## src/rtl/xadc_drp_writer_if.sv

```systemverilog
// Purpose : command write port plus the DRP write pins of xadc_drp_writer, bundled.
// Latency : none (wiring only).
// Backpressure: cmd_valid/cmd_ready handshake; drdy_in ends each DRP write.
//
// master: the writer side (takes commands, drives the DRP pins).
// slave : the requester / XADC side (drives commands and drdy_in).
interface xadc_drp_writer_if;
  logic        cmd_valid;
  logic [6:0]  cmd_addr;
  logic [15:0] cmd_data;
  logic        cmd_ready;
  logic [6:0]  daddr_out;
  logic [15:0] di_out;
  logic        den_out;
  logic        dwe_out;
  logic        drdy_in;

  modport master (
    input  cmd_valid, cmd_addr, cmd_data, drdy_in,
    output cmd_ready, daddr_out, di_out, den_out, dwe_out
  );

  modport slave (
    output cmd_valid, cmd_addr, cmd_data, drdy_in,
    input  cmd_ready, daddr_out, di_out, den_out, dwe_out
  );
endinterface

```

## src/rtl/xadc_drp_writer.sv

```systemverilog
// Purpose : DRP write master; keeps XADC reg 0x49 in step with sw, plus command writes.
// Latency : accept -> den_out next cycle; drdy_in -> done next cycle; err TIMEOUT+1 after den.
// Backpressure: cmd_ready only when idle, started and no auto rewrite pending.
//
// Ports: clk/rst_n (async, active low); sw asynchronous switches; bus = command
// port + DRP write pins (master modport); done/err one-cycle result pulses,
// src tags the result (1 = auto write of 0x49, 0 = command write).
module xadc_drp_writer #(
  parameter int unsigned TIMEOUT = 255
) (
  input  logic             clk,
  input  logic             rst_n,
  input  logic [3:0]       sw,
  xadc_drp_writer_if.master bus,
  output logic             done,
  output logic             err,
  output logic             src
);

  typedef enum logic [1:0] {S_IDLE, S_ISSUE, S_WAIT} state_t;

  localparam logic [9:0] TMO_LAST  = 10'(TIMEOUT - 1);
  localparam logic [6:0] AUTO_ADDR = 7'h49;

  logic [3:0]  sw_meta_q, sw_s_q, sw_last_q;
  logic [1:0]  start_cnt_q, start_cnt_d;
  logic        pend_q, pend_d;
  state_t      state_q, state_d;
  logic [9:0]  tmo_cnt_q, tmo_cnt_d;
  logic [6:0]  daddr_q, daddr_d;
  logic [15:0] di_q, di_d;
  logic        den_q, den_d;
  logic        done_q, done_d;
  logic        err_q, err_d;
  logic        src_q, src_d;

  logic        startup_done;
  logic        sw_changed;
  logic [15:0] auto_word;

  assign startup_done = (start_cnt_q == 2'd3);
  assign sw_changed   = (sw_s_q != sw_last_q);

  // Channel-select bits: vaux15, vaux14 in the high byte, vaux7, vaux6 in the low byte.
  assign auto_word = {sw_s_q[2], sw_s_q[0], 6'b0, sw_s_q[1], sw_s_q[3], 6'b0};

  always_comb begin
    start_cnt_d = startup_done ? start_cnt_q : start_cnt_q + 2'd1;
    pend_d      = pend_q;
    state_d     = state_q;
    tmo_cnt_d   = tmo_cnt_q;
    daddr_d     = daddr_q;
    di_d        = di_q;
    src_d       = src_q;
    den_d       = 1'b0;
    done_d      = 1'b0;
    err_d       = 1'b0;

    case (state_q)
      S_IDLE: begin
        if (startup_done) begin
          if (pend_q) begin
            daddr_d = AUTO_ADDR;
            di_d    = auto_word;
            src_d   = 1'b1;
            pend_d  = 1'b0;
            den_d   = 1'b1;
            state_d = S_ISSUE;
          end else if (bus.cmd_valid) begin
            daddr_d = bus.cmd_addr;
            di_d    = bus.cmd_data;
            src_d   = 1'b0;
            den_d   = 1'b1;
            state_d = S_ISSUE;
          end
        end
      end
      S_ISSUE: begin
        tmo_cnt_d = '0;
        state_d   = S_WAIT;
      end
      S_WAIT: begin
        if (bus.drdy_in) begin
          done_d  = 1'b1;
          state_d = S_IDLE;
        end else if (tmo_cnt_q == TMO_LAST) begin
          err_d   = 1'b1;
          state_d = S_IDLE;
          // A lost auto write must be retried so 0x49 still tracks the switches.
          if (src_q) pend_d = 1'b1;
        end else begin
          tmo_cnt_d = tmo_cnt_q + 10'd1;
        end
      end
      default: state_d = S_IDLE;
    endcase

    // Last so that a change coinciding with a clear still leaves a rewrite queued.
    if (sw_changed) pend_d = 1'b1;
  end

  always_ff @(posedge clk or negedge rst_n) begin
    if (!rst_n) begin
      sw_meta_q   <= '0;
      sw_s_q      <= '0;
      sw_last_q   <= '0;
      start_cnt_q <= '0;
      pend_q      <= 1'b1;
      state_q     <= S_IDLE;
      tmo_cnt_q   <= '0;
      daddr_q     <= '0;
      di_q        <= '0;
      den_q       <= 1'b0;
      done_q      <= 1'b0;
      err_q       <= 1'b0;
      src_q       <= 1'b0;
    end else begin
      // Two-flop synchronizer for the asynchronous switches.
      sw_meta_q   <= sw;
      sw_s_q      <= sw_meta_q;
      sw_last_q   <= sw_s_q;
      start_cnt_q <= start_cnt_d;
      pend_q      <= pend_d;
      state_q     <= state_d;
      tmo_cnt_q   <= tmo_cnt_d;
      daddr_q     <= daddr_d;
      di_q        <= di_d;
      den_q       <= den_d;
      done_q      <= done_d;
      err_q       <= err_d;
      src_q       <= src_d;
    end
  end

  assign bus.cmd_ready = (state_q == S_IDLE) & startup_done & ~pend_q;
  assign bus.daddr_out = daddr_q;
  assign bus.di_out    = di_q;
  assign bus.den_out   = den_q;
  // Every transfer from this block is a write, so dwe shares the den flop.
  assign bus.dwe_out   = den_q;
  assign done          = done_q;
  assign err           = err_q;
  assign src           = src_q;

endmodule
```

## src/flat_wrapper.sv

```systemverilog
// flat-port wrapper written by rule: the top's interface ports become plain ports
module xadc_drp_writer_flat 
#(
  parameter int unsigned TIMEOUT = 255
)
  (clk, rst_n, sw, done, err, src, bus_cmd_valid, bus_cmd_addr, bus_cmd_data, bus_drdy_in, bus_cmd_ready, bus_daddr_out, bus_di_out, bus_den_out, bus_dwe_out);
  xadc_drp_writer_if bus_i ();
  input  logic clk;
  input  logic rst_n;
  input  logic [3:0] sw;
  output logic done;
  output logic err;
  output logic src;
  input wire logic [$bits(bus_i.cmd_valid)-1:0] bus_cmd_valid;
  input wire logic [$bits(bus_i.cmd_addr)-1:0] bus_cmd_addr;
  input wire logic [$bits(bus_i.cmd_data)-1:0] bus_cmd_data;
  input wire logic [$bits(bus_i.drdy_in)-1:0] bus_drdy_in;
  output wire logic [$bits(bus_i.cmd_ready)-1:0] bus_cmd_ready;
  output wire logic [$bits(bus_i.daddr_out)-1:0] bus_daddr_out;
  output wire logic [$bits(bus_i.di_out)-1:0] bus_di_out;
  output wire logic [$bits(bus_i.den_out)-1:0] bus_den_out;
  output wire logic [$bits(bus_i.dwe_out)-1:0] bus_dwe_out;
  assign bus_i.cmd_valid = bus_cmd_valid;
  assign bus_i.cmd_addr = bus_cmd_addr;
  assign bus_i.cmd_data = bus_cmd_data;
  assign bus_i.drdy_in = bus_drdy_in;
  assign bus_cmd_ready = bus_i.cmd_ready;
  assign bus_daddr_out = bus_i.daddr_out;
  assign bus_di_out = bus_i.di_out;
  assign bus_den_out = bus_i.den_out;
  assign bus_dwe_out = bus_i.dwe_out;
  xadc_drp_writer #(.TIMEOUT(TIMEOUT)) u_core (.clk(clk), .rst_n(rst_n), .sw(sw), .bus(bus_i), .done(done), .err(err), .src(src));
endmodule
```

## config.mk

```make
export PLATFORM = sky130hd
export DESIGN_NAME = xadc_drp_writer_flat
export DESIGN_NICKNAME = d
export VERILOG_FILES = /design/src/rtl/xadc_drp_writer_if.sv /design/src/rtl/xadc_drp_writer.sv /design/src/flat_wrapper.sv
export SDC_FILE = /design/constraint.sdc
export NUM_CORES = 1
export LEC_CHECK = 0
export CAP_MARGIN = 20
export CELL_PAD_IN_SITES_DETAIL_PLACEMENT = 1
export CELL_PAD_IN_SITES_GLOBAL_PLACEMENT = 2
export CORE_MARGIN = 4
export CORE_UTILIZATION = 28
export CTS_CLUSTER_DIAMETER = 50
export DETAILED_ROUTE_END_ITERATION = 12
export PLACE_DENSITY_LB_ADDON = 0.1
export SYNTH_ARGS = -nofsm -noshare
export SYNTH_HDL_FRONTEND = slang
export SYNTH_SLANG_ARGS = --single-unit
```

## constraint.sdc

```tcl
create_clock -name clk -period 1.45 [get_ports clk]
set_input_delay 0.435 -clock clk [delete_from_list [all_inputs] [get_ports clk]]
set_output_delay 0.435 -clock clk [all_outputs]
set_load 0.02 [all_outputs]
```

After elaboration in Yosys (flattened, before gate mapping)

Index checks and enable logic that the tools add are counted.

Bits in registers: 54
Bits of input ports: 31
Output and inout bits: 29

$add $sub $neg: 2
Equality and inequality tests: 14
Muxes and demuxes: 30
Bitwise operators: 3
Reduce and logical (&&, ||, !) cells: 8

Operators by type and width:

| operator                                                               | number |
|---|---|
| 16-bit 2-to-1 mux                                                      | 2 |
| 10-bit 2-to-1 mux                                                      | 2 |
| 10-bit case mux with 2 select lines                                    | 1 |
| 1-bit 2-to-1 mux                                                       | 16 |
| 7-bit 2-to-1 mux                                                       | 2 |
| 10-bit by 1-bit adder with 10-bit output, second input constant        | 1 |
| 10-bit by 8-bit equality test with 1-bit output, second input constant | 1 |
| 2-bit 2-to-1 mux                                                       | 5 |
| 3-bit by 1-bit != test with 1-bit output, second input constant        | 3 |
| 3-bit by 2-bit != test with 1-bit output, second input constant        | 3 |
| 3-bit AND reduction                                                    | 3 |
| 2-bit case mux with 3 select lines                                     | 1 |
| 5-bit AND reduction                                                    | 1 |
| 2-bit equality test, second input constant                             | 2 |
| 2-bit != test, second input constant                                   | 2 |
| 4-bit != test                                                          | 1 |
| 2-bit nonzero test                                                     | 2 |
| 3-bit nonzero test                                                     | 1 |
| 2-bit by 1-bit adder with 2-bit output, second input constant          | 1 |
| 1-bit AND                                                              | 2 |
| 2-bit by 1-bit equality test with 1-bit output, second input constant  | 1 |
| 2-bit zero test                                                        | 1 |
| 2-bit by 1-bit != test with 1-bit output, second input constant        | 1 |
| 1-bit case mux with 2 select lines                                     | 1 |
| 1-bit inverter                                                         | 1 |

Logic depth before layout (Yosys ltp)

Gate-level depths: netlist of the first run.

Depth after elaboration: 5
Mapped depth: 6
Gate-level depth less buffers: 6

Least setup slack after synthesis of the first run

OpenSTA, ideal clock, no wires.

Path type: reg-to-reg
Start point: reg u_core.start_cnt_q[0]
End point: reg u_core.daddr_q[4] (netlist: u_core.bus.daddr_out[4])
Library setup time: 121 ps
Arrival: 1412 ps
Slack: -83 ps
Cell stages (with the launch flop): 6
Path through: dfrtp_1 ha_1 nor3b_4 o21ai_2 buf_6 a22o_2

Cells in the longest elaborated chain, start to end: 2

RTL lines:

| item                          | line                   | text |
|---|---|---|
| start, declared               | xadc_drp_writer.sv:26  | `logic [1:0] start_cnt_q, start_cnt_d;` |
| start signal, assigned        | xadc_drp_writer.sv:122 | `start_cnt_q <= start_cnt_d;` |
| 2-bit equality test           | xadc_drp_writer.sv:41  | `assign startup_done = (start_cnt_q == 2'd3);` |
| 3-bit AND reduction (no line) | n/a                    |  |
| end signal, assigned          | xadc_drp_writer.sv:126 | `daddr_q <= daddr_d;` |
| end, declared                 | xadc_drp_writer.sv:30  | `logic [6:0] daddr_q, daddr_d;` |

Every way passes these cells.
A chain may end at the register's enable or synchronous reset.

Final worst setup path of the first run

Ends and elaborated chain as after synthesis.

==> results.md, run 1 <==
- After the first detailed-routing iteration, the DRC count stood at 36.
- The area of the placeable core is 7687 µm².
- The buffer levels on the longest clock path is 2.
- The number of placed I/O pins is 60.
- The worst setup path is captured at a register.
- The checks that failed: setup timing.
- Derived from the worst setup path, the maximum achievable clock frequency is 609.8 MHz.
- The share of the Yosys chip area taken by registers is 61.53%.
- The required time at the worst-slack endpoint is 1.65 ns.
- Data on the critical path arrives at its endpoint at 1.84 ns.
- The synthesized design contains 54 register bits.
- In the final routed layout, each cell accounts on average for 15.57 µm.
- Counting I/O delays and the setup requirement, the final critical path takes 1.640 ns.
- The layout has 843 filler cells.
- STA classifies the critical path startpoint as a register.
- The start-to-end type of the worst setup path is register to register.
- The completed layout was analyzed and its total power is 0.004722 W.
- The area of combinational cells with multiple inputs is 985.9 µm².
- The initialized floorplan defines 32 standard-cell rows.
- The count of inserted antenna diode cells is 0.
- Summing all flip-flop and latch instances after layout gives 1355 µm².
- Across all layers, the routed design uses 1,725 vias.
- The total power per unit cell area is 1380 nW/µm².
- The later pin in the worst-skew pair is clocked with a latency of 0.31 ns.
- The wire length of the first global-routing pass is 9763 µm.
- The worst clock skew is 0.01084 ns.
- The number of flops mapped to enable cells by yosys is 0.
- The count of nets left with antenna violations once routing finished came out at 0.
- In this run the clock root is driven by a sky130_fd_sc_hd__clkbuf_8.
- The height of the die is 96.61 µm.
- The origin of the worst setup path is u_core.start_cnt_q[0].
- The static power due to leakage is 1.554 nW.
- The initial antenna violation count is 0.
- Clock tree synthesis inserted a total of 5 buffers.
- After Yosys synthesis, full adders, half adders and majority gates account for 1.707% of the synthesized area.
- The tightest hold margin is 0.09341 ns.
- CTS saw 54 sinks.
- Setup repair after global routing could not meet its margin everywhere.
- The most common flop cell mapped by yosys is sky130_fd_sc_hd__dfrtp_1.
- In this run the worst path has a maximum fanout of 10.
- The type of the tightest min-delay check is primary input to async pin.
- Summing the areas of all xor and xnor instances in the mapped netlist gives 2.789% of the synthesized area.
- Summing the areas of all compound-gate instances in the mapped netlist gives 14.34% of the synthesized area.
- The area of the mapped netlist is 2198 µm².
- From left edge to right edge, the die measures 96.61 µm.
- The run finished, with violations left.
- Headroom to the max-slew limit came out at 73.64%.
- The area added between synthesis and finish is 55.61%.
- The final number of hold-violating endpoints is 0.
- Synthesis produced 172 cells.
- The floorplan step defined a die boundary enclosing 9333 µm².
- Global routing finished with a remaining overflow of 0.
- The worst reg2reg path depth is 6.
- At the pin with the least slew margin, the transition time is 0.3913 ns.
- Using the TritonRoute via totals, the vias-per-cell ratio works out to 4.662.
- The main combinational cell family by area after synthesis is compound AO/OA/AOI/OAI gates.
- The pre-antenna-repair detailed-routing pass consisted of 4 iterations.
- The HPWL reported at the end of detailed placement is 4099 µm.
- The count of final max-slew check failures is 0.
- The H-tree depth is 2.
- The final worst slack is -0.1899 ns.
- The residual DRC count is 0.
- The count of max-cap constraint violations is 0.
- The overall routing resource usage is 12.91%.
- The final period utilization is 113.1%.
- The clock-pin slew of the registers on the worst-case setup and hold paths is 0.10 ns.
- Buffers placed on the I/O ports in this run total 59.
- In the synthesized netlist the async set-or-reset flop fraction comes to 100.0%.
- TritonCTS built the clock tree.
- The initial cell density of the core is 28.60%.
- Routability-driven placement finished with a final weighted congestion of 0.7168.
- During synthesis, Yosys emitted a total of 0 warnings.
- Counting every net in the synthesized netlist gives 206.
- The mean instance size in the synthesized netlist is 12.78 µm².
- The worst register-to-register path begins at u_core.start_cnt_q[0].
- After synthesis, the share of cell area in mux cells is 2.789%.
- The peak supply drop is 0.6457 mV.
- The fraction of layout cells with a size suffix above 1 is 44.40%.
- The number of global-route vias before repair came to 1,957.
- The post-synthesis simple-gate area fraction is 14.00%.
- The final net count is 301.
- Setup violations remaining at the end of the flow were counted as 36.
- The total detailed-routing wirelength is 5760 µm.
- The largest net degree at the start of global routing is 55.
- The number of different library cells used by synthesis comes to 38.
## power by group
group / total (W) / internal (W) / switching, W
Combinational: 0.00168 / 0.000769 / 0.000911
Clock: 0.00123 / 0.000736 / 0.000492
Sequential: 0.00181 / 0.00170 / 0.000117
## path summary, 6_finish.rpt
check                                               end  slack [ns]
worst max-delay path            u_core.bus.daddr_out[4]       -0.19
worst max register to register  u_core.bus.daddr_out[4]       -0.19
min in group clk                       u_core.sw_s_q[2]        0.36
worst min-delay path                u_core.tmo_cnt_q[8]        0.09
max in group asynchronous                 u_core.pend_q        1.04
worst min register to register         u_core.sw_s_q[2]        0.36
## cell usage after synthesis (all sizes together), types with 2 or more instances
library cell | count | share of area, %
a31oi | 5 | 1.4
and3 | 3 | 0.85
nand2 | 13 | 2.2
nand2b | 3 | 0.85
nand3 | 5 | 1.1
nor2 | 12 | 2.4
o22a | 3 | 1.3
o21ai | 11 | 2.7
inv | 5 | 0.85
o311ai | 2 | 0.80
a22o | 17 | 7.3
nor3b | 2 | 1.4
mux2i | 5 | 2.3
ha | 3 | 1.7
buf | 5 | 1.8
nand4 | 5 | 1.4
xnor2 | 7 | 2.8
dfrtp | 53 | 60
## sequential cells by signal (all words and copies together), names as in the netlist
signal / count
u_core.sw_s_q: 4
u_core.start_cnt_q: 2
u_core.state_q: 2
u_core.bus.den_out: 1
u_core.bus.daddr_out: 7
u_core.err: 1
u_core.tmo_cnt_q: 10
u_core.done: 1
u_core.bus.di_out: 16
u_core.pend_q: 1
u_core.sw_last_q: 4
u_core.src: 1
u_core.sw_meta_q: 4
## cells by family (layout without fill, tap and decap cells)
logic type | Yosys count | in the layout
DFF | 54 | 54
and+or+nand+nor | 51 | 51
AOI/OAI and AO/OA | 40 | 40
buffers and inverters | 11 | 107
xor gates and xnor gates | 7 | 7
muxes | 6 | 6
adders and majority gates | 3 | 3
## cells in the final DEF (no fill, tap or decap), types with 4 or more instances in the layout
cell type / netlist / layout
sky130_fd_sc_hd__dfrtp_1: 53 / 51
sky130_fd_sc_hd__clkdlybuf4s50_1: 0 / 29
sky130_fd_sc_hd__buf_4: 1 / 24
sky130_fd_sc_hd__clkbuf_2: 0 / 22
sky130_fd_sc_hd__a22o_2: 10 / 10
sky130_fd_sc_hd__buf_6: 2 / 10
sky130_fd_sc_hd__nand2_1: 13 / 8
sky130_fd_sc_hd__xnor2_1: 7 / 7
sky130_fd_sc_hd__a22o_1: 7 / 7
sky130_fd_sc_hd__nor2_1: 11 / 6
sky130_fd_sc_hd__clkbuf_8: 0 / 6
sky130_fd_sc_hd__inv_1: 5 / 5
sky130_fd_sc_hd__nand4_1: 5 / 5
sky130_fd_sc_hd__mux2i_1: 5 / 5
sky130_fd_sc_hd__nand2_2: 0 / 4
sky130_fd_sc_hd__nor2_4: 1 / 4
sky130_fd_sc_hd__nand3_1: 5 / 4
sky130_fd_sc_hd__o21ai_1: 0 / 4
sky130_fd_sc_hd__o21ai_2: 1 / 4
## per-stage QoR
| step | cells | setup WS, ns | instance area, µm² | util [%] | TNS [ns] |
|---|---|---|---|---|---|
| 3_3_place_gp | 354 | -0.3832 | 3105 | 40.40 | -6.954 |
| 6_report | 370 | -0.1899 | 3421 | 44.50 | -4.577 |
| 4_1_cts | 365 | -0.2277 | 3398 | 44.21 | -5.005 |
| 2_1_floorplan | 172 | -0.06976 | 2210 | - | -0.7036 |
| 5_1_grt | 370 | -0.2683 | 3421 | 44.50 | -7.592 |
| 3_5_place_dp | 354 | -0.3992 | 3105 | 40.40 | -8.279 |
## critical path, stage by stage (launching register included)
cell	delay, ns
sky130_fd_sc_hd__dfrtp_1	0.42
sky130_fd_sc_hd__ha_4	0.17
sky130_fd_sc_hd__buf_6	0.09
sky130_fd_sc_hd__nor3b_4	0.31
sky130_fd_sc_hd__o21ai_4	0.13
sky130_fd_sc_hd__buf_6	0.16
sky130_fd_sc_hd__a22o_2	0.26
## timing repair
action | CTS | global route
setup buffers | 3 | 8
pin swaps | 11 | 14
hold buffers | 0 | 0
resized for setup | 98 | 51
setup endpoints to repair | 66 | 65
## layer usage
layer | global-route usage (%) | vias up | wire length (µm)
met4 | 4.860 | 0 | 109
li1 | - | 813 | -
met2 | 23.30 | 28 | 3186
met1 | 14.72 | 876 | 2299
met5 | 0 | - | 0
met3 | 3.028 | 8 | 164
## layout make-up
class	count	share of cell area [%]
multi-input combinational	107	28.82
sequential	54	39.61
clock buffer	6	2.414
clock inverter	2	1.756
timing repair buffer	94	23.12
inverter	5	0.5486
tap	102	3.731
Note: power is estimated with default switching activity, not from simulation.
==> inputs of run 2 (changes only) <==
- GPL_TIMING_DRIVEN: not set -> 0
==> results.md, run 2 (synthesis results as in run 1) <==
- The number of placed instances with taps included came to 334 (-5.6%).
- The critical path arrival is 1.87 ns (+0.03 ns).
- The initial cell density of the core is 28.60% (unchanged).
- The number of standard cells in the final layout excluding fillers is 376 (+1.6%).
- Leaving out fill and tap cells, the most frequent cells in the layout are sky130_fd_sc_hd__dfrtp_1 (48), sky130_fd_sc_hd__clkdlybuf4s50_1 (28), sky130_fd_sc_hd__buf_4 (24), sky130_fd_sc_hd__clkdlybuf4s15_2 (15), sky130_fd_sc_hd__buf_6 (14).
- The initial antenna violation count is 0 (unchanged).
- The fraction of layout cells with a size suffix above 1 is 48.54% (+4.1 points).
- The total of endpoints with negative setup slack in the final report was 31 (-14%).
- The H-tree depth was 2 (unchanged).
- The final worst slack was -0.2166 ns (-0.02674 ns).
- The area of the placeable core is 7687 µm² (unchanged).
- The maximum clock frequency came to 600.0 MHz (-1.6%).
- The min-delay analysis places its worst path in the category primary input to async pin.
- The clock latency at the later pin of the worst-skew pair is 0.31 ns (about the same).
- The count of max-cap constraint violations is 0 (unchanged).
- The count of inserted antenna diode cells is 0 (unchanged).
- The time the final worst path needs with I/O delays and setup is 1.667 ns (+0.02674 ns).
- The total number of placement rows is 32 (unchanged).
- The height of the die is 96.61 µm (unchanged).
- The buffer levels on the longest clock path came to 2 (unchanged).
- The via density per instance is 4.585 (-1.7%).
- The number of clock buffers inserted by TritonCTS was 5 (unchanged).
- The core utilization of the finished layout is 47.51% (+3.0 points).
- The final period utilization is 114.9% (+1.8 points).
- The largest net degree at the start of global routing is 39 (-29%).
- The final net count came to 307 (+2.0%).
- The CTS root buffer is sky130_fd_sc_hd__clkbuf_8.
- The horizontal die dimension is 96.61 µm (unchanged).
- The post-route setup TNS came to -4.239 ns (+0.3380 ns).
- The remaining antenna violation count is 0 (unchanged).
- The total power per unit cell area was 1401 nW/µm² (+1.5%).
- The HPWL reported at the end of detailed placement was 3760 µm (-8.3%).
- The number of clock sinks is 54 (unchanged).
- The worst setup slack after placement is -0.5131 ns (-0.1139 ns).
- The transition time of the tightest slew-check pin is 0.4280 ns (+0.03668 ns).
- The count of buffers inserted at the top-level ports is 59 (unchanged).
- The count of final max-slew check failures is 0 (unchanged).
- The total number of vias is 1,724 (-0.058%).
- The maximum fanout along the worst path came to 5 (-5).
- The static power due to leakage is 1.633 nW (+5.1%).
- For this design, the slowest cell found on the critical path is sky130_fd_sc_hd__dfrtp_1.
- The required time at the worst-slack endpoint is 1.66 ns (about the same).
- The final number of hold-violating endpoints was 0 (unchanged).
- The wire length per cell was 16.01 µm (+2.8%).
- The area of the die was 9333 µm² (unchanged).
- The cell that appears most often on the critical path is sky130_fd_sc_hd__buf_6.
- The total iterations of the first detailed-routing run is 4 (unchanged).
- Setup repair after global routing could not meet its margin everywhere.
- Leaving out fill and tap cells, the most frequent cell in the layout is sky130_fd_sc_hd__dfrtp_1.
- The global-route congestion overflow total is 0 (unchanged).
- The area added between synthesis and finish is 66.14%.
- The wire length of the first global-routing pass came to 9708 µm (-0.56%).
- The number of placed I/O pins came to 60 (unchanged).
- The overall routing resource usage is 12.91% (about the same).
- The worst clock skew came to 0.009645 ns (-0.001192 ns).
- The total detailed-routing wirelength is 6019 µm (+4.5%).
- The worst setup path is captured at a register.
- The number of global-route vias before repair came to 1,846 (-5.7%).
- The flip-flop count of the largest register, all copies and words added is 16 (unchanged).
- The flow ran to the end, but the final reports show violations.
- The peak supply drop was 0.8036 mV (+24%).
- The routability congestion estimate was 0.6804 (-5.1%).
- The startpoint kind of the worst setup timing path is a register.
- TritonCTS built the clock tree.
- The checks that failed: setup timing.
- The residual DRC count is 0 (unchanged).
- The cell family with the largest share of critical-path delay is buffers and inverters.
- The worst slew slack as a fraction of its limit is 71.47% (-2.2 points).
- The start-to-end type of the worst setup path is register to register.
- The number of buffer and inverter instances along the worst setup path was 3 (+1).
- Traced cell by cell, the critical path runs through ha_2, buf_6, nor3b_4, buf_6, o21ai_4, buf_6, a22o_4.
- The number of DRC markers in iteration 0 is 37 (+2.8%).
- The clock-pin slew of the registers on the worst-case setup and hold paths was 0.11 ns (about the same).
- The hold buffer count at cts is 0 (unchanged).
- The peak per-stage delay on the critical path is 0.38 ns (-0.04 ns).
- The tightest hold margin is 0.04057 ns (-0.05283 ns).
-- run 2: cell count changes in the layout (fill, tap and decap cells not counted), moves of 3 or more --
cell and change:
sky130_fd_sc_hd__inv_1 -3, sky130_fd_sc_hd__buf_6 +4, sky130_fd_sc_hd__clkbuf_2 -16, sky130_fd_sc_hd__dfrtp_2 +3, sky130_fd_sc_hd__inv_2 +3, sky130_fd_sc_hd__clkdlybuf4s15_2 +13
sky130_fd_sc_hd__a22o_4 +10, sky130_fd_sc_hd__dfrtp_1 -3, sky130_fd_sc_hd__a22o_2 -10
-- run 2: what timing repair did --
| action | 4_1_cts | 5_1_grt |
|---|---|---|
| pin swaps | 38 | 21 |
| setup buffers | 21 | 13 |
| endpoints found under the setup margin | 67 | 57 |
| resized for setup | 143 | 38 |
| cloned | 2 | 0 |
-- run 2: area by class of cell --
cell class	instances	area [µm²]
clock buffer	5	68.82
timing repair buffer	94	889.6
multi-input combinational	107	1067
clock inverter	3	47.55
sequential	54	1359
inverter	5	18.77
fill	802	4035
tap	102	127.6
buffer	6	73.82
-- run 2: routing by layer --
metal	up-vias	track usage (%)	routed length, µm	share of wire (%)
met3	6	2.884	187	3.1
met4	0	3.564	62	1.0
met1	868	15.90	2510	42
met2	24	22.66	3258	54
li1	826	-	-	-
met5	-	0	0	0
-- run 2: report_power, final --
group	switching, W	internal (W)	total (W)
registers	0.000165	0.00171	0.00187
clock network	0.000541	0.000528	0.00107
logic	0.00106	0.00112	0.00218
total	0.00176	0.00335	0.00512
-- run 2: worst paths after layout --
check                                           start                   end  slack, ns  cells past startpoint
worst max-delay path            u_core.start_cnt_q[0]  u_core.bus.di_out[8]      -0.22                      7
worst max register to register  u_core.start_cnt_q[0]  u_core.bus.di_out[8]      -0.22                      7
min in group clk                  u_core.sw_meta_q[2]      u_core.sw_s_q[2]       0.36                      0
max in group asynchronous                       rst_n         u_core.pend_q       0.81                      2
worst min-delay path                            rst_n   u_core.tmo_cnt_q[3]       0.04                      1
worst min register to register    u_core.sw_meta_q[2]      u_core.sw_s_q[2]       0.36                      0
-- run 2: per-stage QoR --
stage / cell area, µm² / power [W]
after floorplan: 2210 / 0.002604
after global placement: 2928 / 0.003199
after detailed placement: 2943 / 0.003209
after CTS: 3527 / 0.005048
after global routing: 3652 / 0.005427
final: 3652 / 0.005116
==> inputs of run 3 (changes only) <==
- CELL_PAD_IN_SITES_DETAIL_PLACEMENT: 1 -> not set
- CELL_PAD_IN_SITES_GLOBAL_PLACEMENT: 2 -> not set
- CORE_UTILIZATION: 28 -> 40
- GPL_TIMING_DRIVEN: 0 -> not set
- PLACE_DENSITY: not set -> 0.71
- PLACE_DENSITY_LB_ADDON: 0.1 -> not set
- clock period: 1.45 -> 1.4 ns (I/O delays scaled with it)
==> results.md, run 3 (synthesis results as in run 1) <==
- The total iterations of the first detailed-routing run is 4 (unchanged).
- The count of buffers inserted at the top-level ports is 59 (unchanged).
- The number of placed instances with taps included came to 322 (-3.6%).
- The count of max-cap constraint violations is 0 (unchanged).
- The start-to-end type of the worst setup path is register to register.
- The static power due to leakage came to 1.682 nW (+3.0%).
- The area of the die is 6746 µm² (-28%).
- The critical path arrival is 1.83 ns (-0.04 ns).
- The final reports fail on setup timing.
- The run finished, with violations left.
- The final number of hold-violating endpoints was 0 (unchanged).
- The worst clock skew is 0.01088 ns (+0.001234 ns).
- The maximum fanout along the worst path is 2 (-3).
- The total of endpoints with negative setup slack in the final report is 39 (+26%).
- The required time at the worst-slack endpoint is 1.60 ns (-0.06 ns).
- The total power per unit cell area was 1540 nW/µm² (+9.9%).
- The core utilization of the finished layout was 68.27% (+21 points).
- The total number of placement rows is 26 (-19%).
- The residual DRC count came to 0 (unchanged).
- The number of standard cells in the final layout excluding fillers is 347 (-7.7%).
- The number of DRC markers in iteration 0 is 48 (+30%).
- The overall routing resource usage is 17.86% (+4.9 points).
- From synthesis to final layout, the design area changed by 61.64%.
- The post-route setup TNS was -6.315 ns (-2.076 ns).
- The sequential share of power is 34.4% (-2.2 points).
- STA classifies the critical path endpoint as a register.
- The horizontal die dimension was 82.14 µm (-15%).
- The final period utilization is 116.7% (+1.7 points).
- The buffer levels on the longest clock path came to 2 (unchanged).
- The number of clock buffers inserted by TritonCTS is 5 (unchanged).
- The worst setup slack after placement was -0.4023 ns (+0.1108 ns).
- The most common cell after layout, fill and taps aside is sky130_fd_sc_hd__dfrtp_1.
- The clock latency at the later pin of the worst-skew pair came to 0.31 ns (about the same).
- The number of clock sinks is 54 (unchanged).
- The global-route congestion overflow total is 0 (unchanged).
- The time the final worst path needs with I/O delays and setup came to 1.634 ns (-0.03301 ns).
- The count of inserted antenna diode cells is 0 (unchanged).
- The type of the tightest min-delay check is primary input to async pin.
- The switching power share of the total is 31.93% (-2.5 points).
- The initial antenna violation count is 0 (unchanged).
- The HPWL reported at the end of detailed placement is 3354 µm (-11%).
- In the layout the commonest cells are sky130_fd_sc_hd__dfrtp_1 (53), sky130_fd_sc_hd__clkdlybuf4s50_1 (29), sky130_fd_sc_hd__buf_4 (27), sky130_fd_sc_hd__buf_2 (26), sky130_fd_sc_hd__buf_6 (11).
- The worst slew slack as a fraction of its limit is 71.09% (-0.38 points).
- The fraction of layout cells with a size suffix above 1 is 46.21% (-2.3 points).
- The total number of vias was 1,769 (+2.6%).
- Setup repair after global routing could not meet its margin everywhere.
- The final net count came to 310 (+0.98%).
- The largest net degree at the start of global routing is 55 (+41%).
- The total detailed-routing wirelength was 5790 µm (-3.8%).
- The remaining antenna violation count is 0 (unchanged).
- The maximum clock frequency was 612.2 MHz (+2.0%).
- The cell-internal power is 0.003724 W (+11%).
- The count of final max-slew check failures came to 0 (unchanged).
- The area of the placeable core is 5205 µm² (-32%).
- The CTS root buffer is sky130_fd_sc_hd__clkbuf_8.
- The power share of the clock group was 23.2% (+2.3 points).
- The wire length per cell is 16.69 µm (+4.2%).
- The hold buffer count at cts is 0 (unchanged).
- The peak supply drop is 0.8589 mV (+6.9%).
- The height of the die came to 82.14 µm (-15%).
- The clock tree from TritonCTS is built.
- The tightest hold margin is 0.07611 ns (+0.03554 ns).
- The flip-flop count of the largest register, all copies and words added is 16 (unchanged).
- The wire length of the first global-routing pass was 8976 µm (-7.5%).
- The H-tree depth is 2 (unchanged).
- The routability congestion estimate is 0.8612 (+27%).
- The clock-pin slew of the registers on the worst-case setup and hold paths is 0.10 ns (about the same).
- The number of placed I/O pins was 60 (unchanged).
- The final worst slack is -0.2336 ns (-0.01699 ns).
- The logic gate share of total power is 42.4% (about the same).
- The transition time of the tightest slew-check pin is 0.4337 ns (+0.005675 ns).
- The number of global-route vias before repair is 1,857 (+0.60%).
- The reported net switching power came to 0.001747 W (-0.92%).
- The initial cell density of the core is 42.24% (+14 points).
- The startpoint kind of the worst setup timing path is a register.
- The worst reg2reg path depth is 8 (+1).
- The via density per instance is 5.098 (+11%).
[run 3: cell types whose count changed in the layout (fill, tap and decap cells not counted), moves of 2 or more]
cell / change
sky130_fd_sc_hd__inv_6: -2
sky130_fd_sc_hd__nand2_1: +2
sky130_fd_sc_hd__clkdlybuf4s15_1: -2
sky130_fd_sc_hd__nand2_4: +2
sky130_fd_sc_hd__nand2_2: -4
sky130_fd_sc_hd__dfrtp_2: -5
sky130_fd_sc_hd__buf_4: +3
sky130_fd_sc_hd__clkbuf_2: -5
sky130_fd_sc_hd__buf_2: +21
sky130_fd_sc_hd__buf_6: -3
sky130_fd_sc_hd__dfrtp_1: +5
sky130_fd_sc_hd__clkdlybuf4s15_2: -13
[run 3: worst paths after layout]
path / start / endpoint / slack, ns
max: u_core.start_cnt_q[0] / u_core.bus.daddr_out[3] / -0.23
min: rst_n / u_core.tmo_cnt_q[2] / 0.08
max reg2reg: u_core.start_cnt_q[0] / u_core.bus.daddr_out[3] / -0.23
min reg2reg: u_core.sw_meta_q[2] / u_core.sw_s_q[2] / 0.35
max in group asynchronous: rst_n / u_core.pend_q / 1.01
min in group clk: u_core.sw_meta_q[2] / u_core.sw_s_q[2] / 0.35
[run 3: power groups by stage]
stage / registers, W / clock network (W) / logic, W
after floorplan: 0.00209 / 0 / 0.000618
after global placement: 0.00189 / 0 / 0.00164
after detailed placement: 0.00189 / 0 / 0.00166
after CTS: 0.00188 / 0.00129 / 0.00220
after global routing: 0.00191 / 0.00137 / 0.00248
final: 0.00188 / 0.00127 / 0.00232
[run 3: per-layer routing]
layer  track usage (%)  wire length, µm
met1             22.62             2333
met2             30.29             3069
met3             4.881              289
met4             4.485               98
met5                 0                0
[run 3: layout make-up]
cell class                      count  area, µm²
Fill cell                         409       1652
Sequential cell                    54       1353
Multi-Input combinational cell    107       1032
Timing Repair Buffer              103      919.6
Tap cell                           70      87.58
Clock buffer                        6      82.58
Clock inverter                      2      60.06
Inverter                            5      18.77
[run 3: repair_timing]
| action | CTS | global route |
|---|---|---|
| setup endpoints to repair | 66 | 62 |
| resized for setup | 132 | 50 |
| pin swaps | 19 | 22 |
| buffers inserted | 10 | 6 |
| gates cloned | 3 | 1 |
[run 3: critical path, stage by stage (launching register included)]
cell and delay, ns:
sky130_fd_sc_hd__dfrtp_1 0.40, sky130_fd_sc_hd__ha_4 0.15, sky130_fd_sc_hd__buf_6 0.08, sky130_fd_sc_hd__nor3b_4 0.23, sky130_fd_sc_hd__buf_6 0.14, sky130_fd_sc_hd__nand2_4 0.05, sky130_fd_sc_hd__buf_6 0.13, sky130_fd_sc_hd__o22a_1 0.16
sky130_fd_sc_hd__o22a_2 0.18
[run 3: stage by stage]
stage	instance area [µm²]	power, W
global route	3553	0.005762
finish	3553	0.005471
CTS	3551	0.005369
global placement	3102	0.003526
floorplan	2233	0.002713
detailed placement	3102	0.003551
